==> src/rtl/mips_debug_pkg.sv <==
// Shared region, state and header definitions for the MIPS debug dump sequencer.
package mips_debug_pkg;

  typedef enum logic [1:0] {
    REGION_INSTR = 2'd0,
    REGION_REGS  = 2'd1,
    REGION_HILO  = 2'd2,
    REGION_MEM   = 2'd3
  } region_e;

  typedef enum logic [2:0] {
    S_IDLE   = 3'd0,
    S_HEADER = 3'd1,
    S_ADDR   = 3'd2,
    S_SAMPLE = 3'd3,
    S_SEND   = 3'd4,
    S_FINISH = 3'd5
  } dump_state_e;

  localparam logic [10:0] REGION_LEN_INSTR = 11'd256;
  localparam logic [10:0] REGION_LEN_REGS  = 11'd32;
  localparam logic [10:0] REGION_LEN_HILO  = 11'd2;
  localparam logic [10:0] REGION_LEN_MEM   = 11'd1024;

  localparam logic [7:0] DUMP_HEADER_BASE = 8'hA0;

  function automatic logic [9:0] region_last_addr(input logic [1:0] sel);
    logic [10:0] len;
    case (region_e'(sel))
      REGION_INSTR: len = REGION_LEN_INSTR;
      REGION_REGS:  len = REGION_LEN_REGS;
      REGION_HILO:  len = REGION_LEN_HILO;
      REGION_MEM:   len = REGION_LEN_MEM;
      default:      len = REGION_LEN_INSTR;
    endcase
    return 10'(len - 11'd1);
  endfunction

  function automatic logic [7:0] header_byte(input logic [1:0] sel);
    return DUMP_HEADER_BASE | {6'b000000, sel};
  endfunction

endpackage

==> src/rtl/uart_tx_byte.sv <==
// 8N1 UART byte transmitter with a valid/ready handshake; ready stays low
// from acceptance until the stop bit has fully elapsed.
module uart_tx_byte #(
  parameter int CLKS_PER_BIT = 434
) (
  input  logic       clk,
  input  logic       reset,
  input  logic       valid,
  input  logic [7:0] data,
  output logic       ready,
  output logic       tx
);

  localparam int CW = (CLKS_PER_BIT > 1) ? $clog2(CLKS_PER_BIT) : 1;
  localparam logic [CW-1:0] CNT_MAX = CW'(CLKS_PER_BIT - 1);

  logic          r_busy;
  logic [CW-1:0] r_cnt;
  logic [3:0]    r_bit;
  logic [9:0]    r_frame;

  // Frame shifter: bit 0 of r_frame is the line level, refilled with ones
  always_ff @(posedge clk) begin
    if (!reset) begin
      r_busy  <= 1'b0;
      r_cnt   <= '0;
      r_bit   <= 4'd0;
      r_frame <= 10'h3FF;
    end else if (!r_busy) begin
      if (valid) begin
        r_busy  <= 1'b1;
        r_cnt   <= '0;
        r_bit   <= 4'd0;
        r_frame <= {1'b1, data, 1'b0};
      end else begin
        r_frame <= 10'h3FF;
      end
    end else if (r_cnt == CNT_MAX) begin
      r_cnt <= '0;
      if (r_bit == 4'd9) begin
        r_busy  <= 1'b0;
        r_frame <= 10'h3FF;
      end else begin
        r_bit   <= r_bit + 4'd1;
        r_frame <= {1'b1, r_frame[9:1]};
      end
    end else begin
      r_cnt <= r_cnt + CW'(1);
    end
  end

  assign ready = ~r_busy;
  assign tx    = r_frame[0];

endmodule

==> src/rtl/debug_dumper.sv <==
// Walks one region of the MIPS debug inspection port and streams a header
// byte plus every word (MSB byte first) over a UART line.
module debug_dumper
  import mips_debug_pkg::*;
#(
  parameter int CLKS_PER_BIT = 434
) (
  input  logic        clk,
  input  logic        reset,
  input  logic        start,
  input  logic [1:0]  dumpSelect,
  output logic [9:0]  derreference,
  output logic [1:0]  select,
  input  logic [31:0] word,
  output logic        tx,
  output logic        busy,
  output logic        done
);

  dump_state_e r_state;
  logic [1:0]  r_sel;
  logic [9:0]  r_addr;
  logic [31:0] r_shift;
  logic [1:0]  r_byte;
  logic        r_busy;
  logic        r_done;

  logic        w_tx_valid;
  logic [7:0]  w_tx_data;
  logic        w_tx_ready;

  // Byte offered to the transmitter: header in HEADER, top of the shifter in SEND
  always_comb begin
    w_tx_valid = 1'b0;
    w_tx_data  = 8'h00;
    case (r_state)
      S_HEADER: begin
        w_tx_valid = 1'b1;
        w_tx_data  = header_byte(r_sel);
      end
      S_SEND: begin
        w_tx_valid = 1'b1;
        w_tx_data  = r_shift[31:24];
      end
      default: begin
        w_tx_valid = 1'b0;
        w_tx_data  = 8'h00;
      end
    endcase
  end

  // Dump sequencer; the address only moves on the 4th byte handshake, so it
  // is steady from ADDR through SEND and never passes the region's last word
  always_ff @(posedge clk) begin
    if (!reset) begin
      r_state <= S_IDLE;
      r_sel   <= 2'd0;
      r_addr  <= 10'd0;
      r_shift <= 32'd0;
      r_byte  <= 2'd0;
      r_busy  <= 1'b0;
      r_done  <= 1'b0;
    end else begin
      r_done <= 1'b0;
      case (r_state)
        S_IDLE: begin
          if (start) begin
            r_sel   <= dumpSelect;
            r_addr  <= 10'd0;
            r_busy  <= 1'b1;
            r_state <= S_HEADER;
          end
        end
        S_HEADER: begin
          if (w_tx_ready) begin
            r_state <= S_ADDR;
          end
        end
        S_ADDR: begin
          r_state <= S_SAMPLE;
        end
        S_SAMPLE: begin
          r_shift <= word;
          r_byte  <= 2'd0;
          r_state <= S_SEND;
        end
        S_SEND: begin
          if (w_tx_ready) begin
            r_shift <= {r_shift[23:0], 8'h00};
            r_byte  <= r_byte + 2'd1;
            if (r_byte == 2'd3) begin
              if (r_addr == region_last_addr(r_sel)) begin
                r_state <= S_FINISH;
              end else begin
                r_addr  <= r_addr + 10'd1;
                r_state <= S_ADDR;
              end
            end
          end
        end
        S_FINISH: begin
          if (w_tx_ready) begin
            r_done  <= 1'b1;
            r_busy  <= 1'b0;
            r_state <= S_IDLE;
          end
        end
        default: begin
          r_state <= S_IDLE;
        end
      endcase
    end
  end

  uart_tx_byte #(
    .CLKS_PER_BIT(CLKS_PER_BIT)
  ) u_uart_tx (
    .clk   (clk),
    .reset (reset),
    .valid (w_tx_valid),
    .data  (w_tx_data),
    .ready (w_tx_ready),
    .tx    (tx)
  );

  assign derreference = r_addr;
  assign select       = r_sel;
  assign busy         = r_busy;
  assign done         = r_done;

endmodule

==> config.mk <==
export PLATFORM = sky130hd
export DESIGN_NAME = debug_dumper
export DESIGN_NICKNAME = d
export VERILOG_FILES = /design/src/rtl/mips_debug_pkg.sv /design/src/rtl/uart_tx_byte.sv /design/src/rtl/debug_dumper.sv
export SDC_FILE = /design/constraint.sdc
export NUM_CORES = 1
export LEC_CHECK = 0
export CORE_MARGIN = 5
export CORE_UTILIZATION = 55
export DETAILED_ROUTE_END_ITERATION = 8
export DONT_BUFFER_PORTS = 1
export PLACE_DENSITY = 0.73
export SETUP_SLACK_MARGIN = 0.02
export SLEW_MARGIN = 20
export SYNTH_ARGS = -nofsm -noshare
export SYNTH_HDL_FRONTEND = slang
export SYNTH_SLANG_ARGS = --single-unit
==> constraint.sdc <==
create_clock -name clk -period 1.9 [get_ports clk]
set_input_delay 0.285 -clock clk [delete_from_list [all_inputs] [get_ports clk]]
set_output_delay 0.285 -clock clk [all_outputs]
set_load 0.005 [all_outputs]
==> out/results.ini, run 1 <==
[placed_design]
gp_congestion=0.822
hpwl_microns=5620
pre_cts_ws_ns=-0.0225
dpl.cell_count=506
port_buffers=0
place_area_sq_um=3720

[worst_setup_path]
cp_max_fo=13
worst-path-buf-inv=0
cpPeakStageDelay_ns=0.52
critical_path.cell_chain=or4b_4, o21a_4, a2111oi_1, o21ai_0
r2r_slack_ns=0.06
worstSetupEndpointType=register
critical_path_class=reg2reg
cp_top_family=compound AO/OA/AOI/OAI gates
crit_path_top_delay_cell=or4b_4
worstPathRequired_ns=2.12
worstPathArrival_ns=2.06
worstSetupStartpointType=register

[die]
rows=29
core_region_area_sq_um=6280
die_h_microns=89.8
dieArea_sq_um=8070
fp.dieW_microns=89.8
io_pins=52
start_util_pct=55.9

[pwr]
power.total_uw=3800
p_per_area_nw_per_um2=921
ir_drop_mv=0.597
p_leak_uw=0.00155

[clock_tree]
clock_latency_ns=0.35
root_buffer=clkbuf_8
cts.clk_slew.worst_paths_ns=0.07
clockBufferDepth=2
cts_made_buffers=9
cts_tree=built
clock_sinks=74
h-tree-depth=3

[synthesis]
syn-instance-count=430
netlist_area_sq_um=3510
seq_area_frac_synth_pct=42.3
ys.flop_type=dfxtp_1
yosysWarnings=0
syn_nets=476
synth-seq-cells=74
synth_edf_count=0
async_flop_share_pct=0
avgSynthCellArea_sq_um=8.15
synth_cell_types=50

[layout]
instances_no_fill=527
final_layout_size_suffix_gt1_share_pct=15.3
final_nets=491
antennaDiodeCount=0
postLayoutCellArea_sq_um=4130
area_growth_syn_to_layout_pct=17.8

[global_route]
grt_pass1_vias=2922
track_usage_pct=21.1
grt_max_degree=51
grt_pass1_wl_microns=14300
antenna_found_initial=0
overflow=0

[routing]
vias=3210
routed_wl_microns=8450
post_drt_wl_per_cell_microns=16.0
viasPerCell=6.09
drtAntennaViolNets=0
drtIter0Drc=158
first_pass_iters=5
drc=0

[min_path]
hp-class=in2reg

[sta]
fin_skew_ns=0.0104
maxClockFrequency_mhz=544
tightest_slew_ns=0.535
relSlewSlack_pct=64.4
worst_slack_ns=0.0632
rsz0062_at_grt=no
slew_viol_final=0
final.setup.tns_ns=0
fin_crit_ns=1.84
finalSetupViolations=0
period_share_pct=96.7
hold_viol=0

[job]
drv_cap=0

[outcome]
outcome=completed

metal layers:
| layer | global-route usage [%] | part of all wire, % | wire length (microns) |
|---|---|---|---|
| met5 | 0 | 0 | 0 |
| met2 | 30.7 | 47 | 3970 |
| met4 | 7.30 | 1.2 | 103 |
| met3 | 6.68 | 6.8 | 575 |
| met1 | 29.3 | 45 | 3800 |
synthesized netlist by cell type (all sizes together), types with 4 or more instances:
cell type	instances	area [sq um]
a21oi	14	70.1
a22oi	8	60.1
a311oi	26	228
and2	4	25.0
and3	17	106
buf	11	55.1
clkbuf	15	56.3
dfxtp	74	1480
ha	9	113
inv	5	18.8
nand2	73	274
nand2b	4	25.0
nand3	17	85.1
nor2	61	231
nor3	8	45.0
o21ai	24	120
o22ai	4	25.0
report_power, final:
group          internal (uW)  switching (uW)  total, uW
clock                    945             581       1530
sequential              1640            92.5       1730
combinational            240             305        545
cells in the final DEF, fill, tap and decap left out, types with 3 or more instances in the layout:
cell        n
or3_1       3
o211a_1     3
and2_1      3
nor2_1     60
and3_1     17
dfxtp_1    69
inv_1       5
mux2i_1     3
o22ai_1     4
bufinv_16   3
a311oi_1   26
ha_1        6
o21ai_0    21
nand4_1     3
nor3_1      7
ha_4        3
a21oi_1    14
dfxtp_2     5
clkbuf_8   11
nand2b_1    4
buf_4      25
a22oi_1     8
nand2_1    73
nand3_1    17
cell type report:
| type | instances | area, sq um |
|---|---|---|
| Tap cell | 77 | 96.3 |
| Clock buffer | 12 | 155 |
| Clock inverter | 4 | 97.6 |
| Timing Repair Buffer | 30 | 259 |
| Multi-Input combinational cell | 324 | 2010 |
| Inverter | 6 | 22.5 |
| Fill cell | 545 | 2150 |
| Sequential cell | 74 | 1490 |
path summary, 6_finish.rpt:
kind / start / to / depth (start not counted)
max: u_uart_tx.r_cnt[7] / u_uart_tx.r_frame[5] / 4
min reg2reg: r_byte[1] / r_byte[1] / 2
min: reset / u_uart_tx.r_frame[0] / 1
max reg2reg: u_uart_tx.r_cnt[7] / u_uart_tx.r_frame[5] / 4
kinds of logic after synthesis:
| group | count (synthesis) | synth area share, % |
|---|---|---|
| AND/OR/NAND/NOR | 199 | 26.2 |
| buffers and inverters | 32 | 3.82 |
| flip-flops | 74 | 42.3 |
| adder cells (fa/ha/maj) | 9 | 3.21 |
| XOR/XNOR | 5 | 1.25 |
| multiplexers | 5 | 1.50 |
| AO/OA/AOI/OAI | 106 | 21.8 |
flip-flops by register name, summed over array words and instances (netlist names):
name / count
busy: 1
derreference: 10
done: 1
r_byte: 2
r_shift: 32
r_state: 3
select: 2
u_uart_tx.r_bit: 4
u_uart_tx.r_busy: 1
u_uart_tx.r_cnt: 9
u_uart_tx.r_frame: 9
per-stage QoR:
stage | hold WS (ns) | utilization, %
after floorplan | 0.432 | -
after global placement | 0.353 | 59.2
after detailed placement | 0.358 | 59.2
after CTS | 0.00268 | 63.7
after global routing | 0.0153 | 65.8
final | 0.0171 | 65.8
worst reg2reg max path, delay by kind of cell, from the launching register on:
family,cells,cell delay [ns]
AOI/OAI and AO/OA,3,0.80
DFF,1,0.40
and+or+nand+nor,1,0.52
repair_timing:
action | in CTS | in global routing
pin swaps | 1 | 6
resized for setup | 2 | 23
hold buffers | 1 | 1
setup endpoints to repair | 8 | 32
hold endpoints to repair | 1 | 2
buffers inserted | 2 | 1
(Power assumes the default switching activity.)
==> run 2, diff against run 1 <==
--- a/config.mk
+++ b/config.mk
@@ -5,11 +5,13 @@
 export SDC_FILE = /design/constraint.sdc
 export NUM_CORES = 1
 export LEC_CHECK = 0
+export CELL_PAD_IN_SITES_DETAIL_PLACEMENT = 1
+export CELL_PAD_IN_SITES_GLOBAL_PLACEMENT = 2
 export CORE_MARGIN = 5
-export CORE_UTILIZATION = 55
+export CORE_UTILIZATION = 33
 export DETAILED_ROUTE_END_ITERATION = 8
 export DONT_BUFFER_PORTS = 1
-export PLACE_DENSITY = 0.73
+export PLACE_DENSITY_LB_ADDON = 0.1
 export SETUP_SLACK_MARGIN = 0.02
 export SLEW_MARGIN = 20
 export SYNTH_ARGS = -nofsm -noshare
==> constraint.sdc (replaced) <==
create_clock -name clk -period 1.5 [get_ports clk]
set_input_delay 0.225 -clock clk [delete_from_list [all_inputs] [get_ports clk]]
set_output_delay 0.225 -clock clk [all_outputs]
set_load 0.005 [all_outputs]
==> out/results.ini, run 2 (synthesized netlist as in run 1, its figures left out) <==
[job]
drv_cap=0  ; unchanged

[sta]
relSlewSlack_pct=67.8  ; was 64.4%
finalSetupViolations=60  ; was 0
rsz0062_at_grt=yes  ; was no
slew_viol_final=0  ; unchanged
period_share_pct=122  ; was 96.7%
maxClockFrequency_mhz=546  ; was 544 MHz
hold_viol=0  ; unchanged
holdWs_ns=0.0114  ; was 0.0171 ns
tightest_slew_ns=0.481  ; was 0.535 ns
worst_slack_ns=-0.331  ; was 0.0632 ns
fin_crit_ns=1.83  ; was 1.84 ns
fin_skew_ns=0.0117  ; was 0.0104 ns

[min_path]
min-delay-start=reset  ; unchanged
hp-class=in2reg  ; unchanged

[die]
die_h_microns=113  ; was 89.8 microns
core_region_area_sq_um=10300  ; was 6280 sq um
rows=37  ; was 29
dieArea_sq_um=12800  ; was 8070 sq um
start_util_pct=34.0  ; was 55.9%
fp.dieW_microns=113  ; was 89.8 microns
io_pins=52  ; unchanged

[clock_tree]
cts_tree=built  ; unchanged
root_buffer=clkbuf_8  ; unchanged
clockBufferDepth=2  ; unchanged
cts_made_buffers=9  ; unchanged
clock_sinks=74  ; unchanged
h-tree-depth=3  ; unchanged
clock_latency_ns=0.36  ; was 0.35 ns
cts.clk_slew.worst_paths_ns=0.08  ; was 0.07 ns

[worst_setup_path]
worstSetupEndpointType=register  ; unchanged
worstSetupStartpointType=register  ; unchanged
cpPeakStageDelay_ns=0.39  ; was 0.52 ns
cp-endpoint=derreference[9]  ; was u_uart_tx.r_frame[5]
timing.rr.start=select[0]  ; was u_uart_tx.r_cnt[7]
cp_top_family=compound AO/OA/AOI/OAI gates  ; unchanged
critical_path_class=reg2reg  ; unchanged
r2r_slack_ns=-0.33  ; was 0.06 ns
path_depth=7  ; was 4
critical_path.cell_chain=inv_2, ha_4, nor4_4, a31oi_2, o31a_1, and3_4, a221o_1  ; was or4b_4, o21a_4, a2111oi_1, o21ai_0
r2r_cells=7  ; was 4
worstPathArrival_ns=2.08  ; was 2.06 ns
worstPathRequired_ns=1.75  ; was 2.12 ns
crit_start=select[0]  ; was u_uart_tx.r_cnt[7]
crit_path_top_delay_cell=o31a_1  ; was or4b_4
worst-path-buf-inv=1  ; was 0
timing.rr.end=derreference[9]  ; was u_uart_tx.r_frame[5]
cp_max_fo=7  ; was 13

[global_route]
grt_pass1_wl_microns=19500  ; was 14300 microns
grt_pass1_vias=3883  ; was 2922
track_usage_pct=18.9  ; was 21.1%
antenna_found_initial=0  ; unchanged
overflow=0  ; unchanged
grt_max_degree=51  ; unchanged

[pwr]
ir_drop_mv=0.430  ; was 0.597 mV
cell_internal_pwr_uw=3670  ; was 2820 uW
p_sw_share_pct=30.0  ; was 25.7%
p_clk_share_pct=33.2  ; was 40.1%
comb_power_share_pct=24.9  ; was 14.3%
share_seq_of_total_power_pct=41.8  ; was 45.6%
p_leak_uw=0.00214  ; was 0.00155 uW
p_per_area_nw_per_um2=965  ; was 921 nW/um^2
switchingPower_uw=1580  ; was 978 uW

[placed_design]
dpl.cell_count=626  ; was 506
hpwl_microns=7880  ; was 5620 microns
pre_cts_ws_ns=-0.371  ; was -0.0225 ns
port_buffers=0  ; unchanged
gp_congestion=0.815  ; was 0.822

[layout]
final_common_cell=buf_4  ; was nand2_1
multiInputGateArea_sq_um=2470  ; was 2010 sq um
largest_reg_flops=32  ; unchanged
largest_register=r_shift  ; unchanged
area_growth_syn_to_layout_pct=55.0  ; was 17.8%
fillCellCount=1182  ; was 545
area.sequential_sq_um=1500  ; was 1490 sq um
antennaDiodeCount=0  ; unchanged
mostFrequentLayoutCells=77 x buf_4, 66 x nand2_1, 65 x dfxtp_1, 39 x nor2_1, 22 x buf_6  ; was 73 x nand2_1, 69 x dfxtp_1, 60 x nor2_1, 26 x a311oi_1, 25 x buf_4
final_layout_size_suffix_gt1_share_pct=44.2  ; was 15.3%
instances_no_fill=668  ; was 527
final_nets=573  ; was 491

[routing]
drtAntennaViolNets=0  ; unchanged
routed_wl_microns=12400  ; was 8450 microns
vias=3602  ; was 3210
drc=0  ; unchanged
drtIter0Drc=172  ; was 158
viasPerCell=5.39  ; was 6.09
first_pass_iters=4  ; was 5
post_drt_wl_per_cell_microns=18.5  ; was 16.0 microns

[outcome]
outcome=complete, but fails checks  ; was completed
violations=negative setup slack

run 2: cell count changes in the layout (fill, tap and decap cells not counted), sizes merged:
cell and delta:
buf +80, bufinv -1, clkbuf +1, clkinv +3, clkinvlp -1
run 2: layer usage:
layer	share of wire [%]	up-vias	global-route usage [%]
li1	-	1754	-
met1	46	1778	23.7
met2	49	58	32.8
met3	3.2	12	4.06
met4	1.2	0	5.37
met5	0	-	0
run 2: power by group through the flow:
| stage | clock network [uW] | logic (uW) | registers, uW |
|---|---|---|---|
| 3_5_place_dp | 0 | 884 | 2210 |
| 5_1_grt | 1880 | 1410 | 2210 |
| 4_1_cts | 1780 | 1150 | 2180 |
| 6_report | 1740 | 1310 | 2200 |
| 2_1_floorplan | 0 | 568 | 2180 |
| 3_3_place_gp | 0 | 861 | 2210 |
run 2: per-stage QoR:
| stage | setup TNS [ns] | power (uW) | cell area, sq um | utilization [%] |
|---|---|---|---|---|
| after global routing | -11.70 | 5490 | 5440 | 52.6 |
| final | -7.96 | 5250 | 5440 | 52.6 |
| after global placement | -6.22 | 3070 | 4370 | 42.3 |
| after CTS | -6.76 | 5120 | 5100 | 49.4 |
| after detailed placement | -8.99 | 3100 | 4370 | 42.3 |
| after floorplan | -2.08 | 2750 | 3650 | - |
run 2: how the worst min path moves through the flow:
stage | to | slack [ns] | depth (start not counted)
after floorplan | select[0] | 0.37 | 2
final | done | 0.01 | 1
after CTS | done | 0.002 | 1
after global routing | select[1] | 0.002 | 2
after global placement | u_uart_tx.r_frame[8] | 0.29 | 1
after detailed placement | u_uart_tx.r_frame[8] | 0.30 | 1
run 2: cell type report:
cell class                      instances  area share (%)
Clock buffer                           11            2.42
Clock inverter                          5            1.45
Inverter                                6           0.414
Multi-Input combinational cell        324            45.4
Sequential cell                        74            27.6
Tap cell                              136            3.13
Timing Repair Buffer                  112            19.5
run 2: timing repair:
action / in CTS / in global routing
gates resized for setup: 75 / 74
buffers inserted: 18 / 6
setup endpoints to repair: 70 / 72
hold buffers: 1 / 1
endpoints found under the hold margin: 9 / 1
pin swaps: 39 / 42
cloned: 3 / 3
==> run 3, diff against run 2 <==
--- a/config.mk
+++ b/config.mk
@@ -8,7 +8,7 @@
 export CELL_PAD_IN_SITES_DETAIL_PLACEMENT = 1
 export CELL_PAD_IN_SITES_GLOBAL_PLACEMENT = 2
 export CORE_MARGIN = 5
-export CORE_UTILIZATION = 33
+export CORE_UTILIZATION = 40
 export DETAILED_ROUTE_END_ITERATION = 8
 export DONT_BUFFER_PORTS = 1
 export PLACE_DENSITY_LB_ADDON = 0.1
==> constraint.sdc (replaced) <==
create_clock -name clk -period 2.2 [get_ports clk]
set_input_delay 0.33 -clock clk [delete_from_list [all_inputs] [get_ports clk]]
set_output_delay 0.33 -clock clk [all_outputs]
set_load 0.005 [all_outputs]
==> out/results.ini, run 3 (synthesized netlist as in run 1, its figures left out) <==
[clock_tree]
clock_sinks=74  ; unchanged
cts_tree=built  ; unchanged
hold_buffers=0  ; was 1
h-tree-depth=3  ; unchanged
cts_made_buffers=9  ; unchanged
clock_latency_ns=0.35  ; was 0.36 ns
cts.clk_slew.worst_paths_ns=0.08  ; about the same
root_buffer=clkbuf_8  ; unchanged
clockBufferDepth=2  ; unchanged

[sta]
rsz0062_at_grt=no  ; was yes
period_share_pct=91.6  ; was 122%
slew_viol_final=0  ; unchanged
hold_viol=0  ; unchanged
final.setup.tns_ns=0  ; was -7.96 ns
relSlewSlack_pct=61.7  ; was 67.8%
maxClockFrequency_mhz=496  ; was 546 MHz
fin_crit_ns=2.01  ; was 1.83 ns
tightest_slew_ns=0.570  ; was 0.481 ns
fin_skew_ns=0.00920  ; was 0.0117 ns
finalSetupViolations=0  ; was 60

[worst_setup_path]
crit_path_top_delay_cell=o31a_1  ; unchanged
r2r_cells=7  ; unchanged
cpPeakStageDelay_ns=0.43  ; was 0.39 ns
worstSetupStartpointType=register  ; unchanged
worstPathRequired_ns=2.44  ; was 1.75 ns
critical_path.cell_chain=inv_1, ha_1, nor4_1, a31oi_1, o31a_1, and3_1, a221o_1  ; was inv_2, ha_4, nor4_4, a31oi_2, o31a_1, and3_4, a221o_1
worstSetupEndpointType=register  ; unchanged
timing.rr.start=select[0]  ; unchanged
r2r_slack_ns=0.19  ; was -0.33 ns
critical_path_class=reg2reg  ; unchanged
timing.rr.end=derreference[8]  ; was derreference[9]
cp_max_fo=10  ; was 7
worstPathArrival_ns=2.26  ; was 2.08 ns

[pwr]
p_leak_uw=0.00150  ; was 0.00214 uW
ir_drop_mv=0.341  ; was 0.430 mV
p_per_area_nw_per_um2=787  ; was 965 nW/um^2

[layout]
area_growth_syn_to_layout_pct=13.7  ; was 55.0%
largest_register=r_shift  ; unchanged
mostFrequentLayoutCells=73 x nand2_1, 73 x dfxtp_1, 60 x nor2_1, 26 x a311oi_1  ; was 77 x buf_4, 66 x nand2_1, 65 x dfxtp_1, 39 x nor2_1, 22 x buf_6
largest_reg_flops=32  ; unchanged
final_nets=485  ; was 573
final_core_util_pct=46.2  ; was 52.6%
antennaDiodeCount=0  ; unchanged
final_layout_size_suffix_gt1_share_pct=11.5  ; was 44.2%

[routing]
viasPerCell=5.70  ; was 5.39
post_drt_wl_per_cell_microns=17.4  ; was 18.5 microns
routed_wl_microns=9630  ; was 12400 microns
drtIter0Drc=110  ; was 172
first_pass_iters=4  ; unchanged
drc=0  ; unchanged
vias=3146  ; was 3602
drtAntennaViolNets=0  ; unchanged

[die]
start_util_pct=40.6  ; was 34.0%
io_pins=52  ; unchanged
dieArea_sq_um=10700  ; was 12800 sq um
rows=34  ; was 37
core_region_area_sq_um=8640  ; was 10300 sq um
fp.dieW_microns=104  ; was 113 microns
die_h_microns=104  ; was 113 microns

[global_route]
overflow=0  ; unchanged
grt_pass1_vias=3159  ; was 3883
grt_max_degree=50  ; was 51
grt_pass1_wl_microns=16200  ; was 19500 microns
track_usage_pct=18.1  ; was 18.9%
antenna_found_initial=0  ; unchanged

[job]
drv_cap=0  ; unchanged

[min_path]
min-delay-start=reset  ; unchanged
hp-class=in2reg  ; unchanged
worstHoldEndpoint=u_uart_tx.r_frame[8]  ; was done
worstHoldPathCells=1  ; unchanged

[outcome]
outcome=completed  ; was complete, but fails checks

[placed_design]
hpwl_microns=6780  ; was 7880 microns
gp_congestion=0.807  ; was 0.815
port_buffers=0  ; unchanged

-- run 3: cell count changes in the layout (fill, tap and decap cells not counted), moves of 13 or more --
| cell | delta |
|---|---|
| buf_6 | -22 |
| a311oi_1 | +21 |
| nor2_4 | -13 |
| buf_4 | -56 |
| nor2_1 | +21 |
| a311oi_2 | -21 |
-- run 3: power by group --
group	switching (uW)	internal, uW
Clock	538	672
Combinational	261	183
Sequential	70.4	1410
-- run 3: what timing repair did --
| action | CTS | global route |
|---|---|---|
| endpoints found under the hold margin | 0 | 0 |
| endpoints found under the setup margin | 0 | 2 |
| gates resized for setup | 0 | 1 |
| buffers inserted | 0 | 1 |
-- run 3: area by class of cell --
cell class                      instances  area, sq um
Timing Repair Buffer                   24          218
Clock buffer                           10          138
Tap cell                              108          135
Inverter                                6         22.5
Clock inverter                          6         88.8
Multi-Input combinational cell        324         1900
Fill cell                            1052         4650
Sequential cell                        74         1480
-- run 3: stage by stage --
step                area [sq um]  worst slack (ns)  std cells  total power [uW]  hold slack (ns)
global placement            3750             0.261        535              1950            0.400
CTS                         3980             0.155        551              3190           0.0342
global route                3990            0.0373        552              3320           0.0370
finish                      3990             0.185        552              3140           0.0619
detailed placement          3750             0.172        535              1960            0.408
floorplan                   3510             0.296        430              1800            0.434
-- run 3: worst max-delay path by stage --
stage,from,end,slack [ns]
global placement,select[1],derreference[8],0.26
global route,select[0],derreference[9],0.04
detailed placement,select[1],derreference[8],0.17
CTS,select[1],derreference[9],0.16
floorplan,select[0],derreference[9],0.30
finish,select[0],derreference[8],0.19
-- run 3: worst max-delay path: cells and delay by family, from the launching register on --
kind,cells,cell delay [ns]
and+or+nand+nor,2,0.40
AOI/OAI and AO/OA,3,0.79
adders and majority gates,1,0.31
buffers and inverters,1,0.05
DFF,1,0.36
-- run 3: routing by layer --
layer	routed length [microns]	global-route usage, %	vias to the layer above
met4	82	4.22	0
met5	0	0	-
li1	-	-	1573
met1	4860	25.5	1518
met3	396	4.98	9
met2	4290	27.3	46
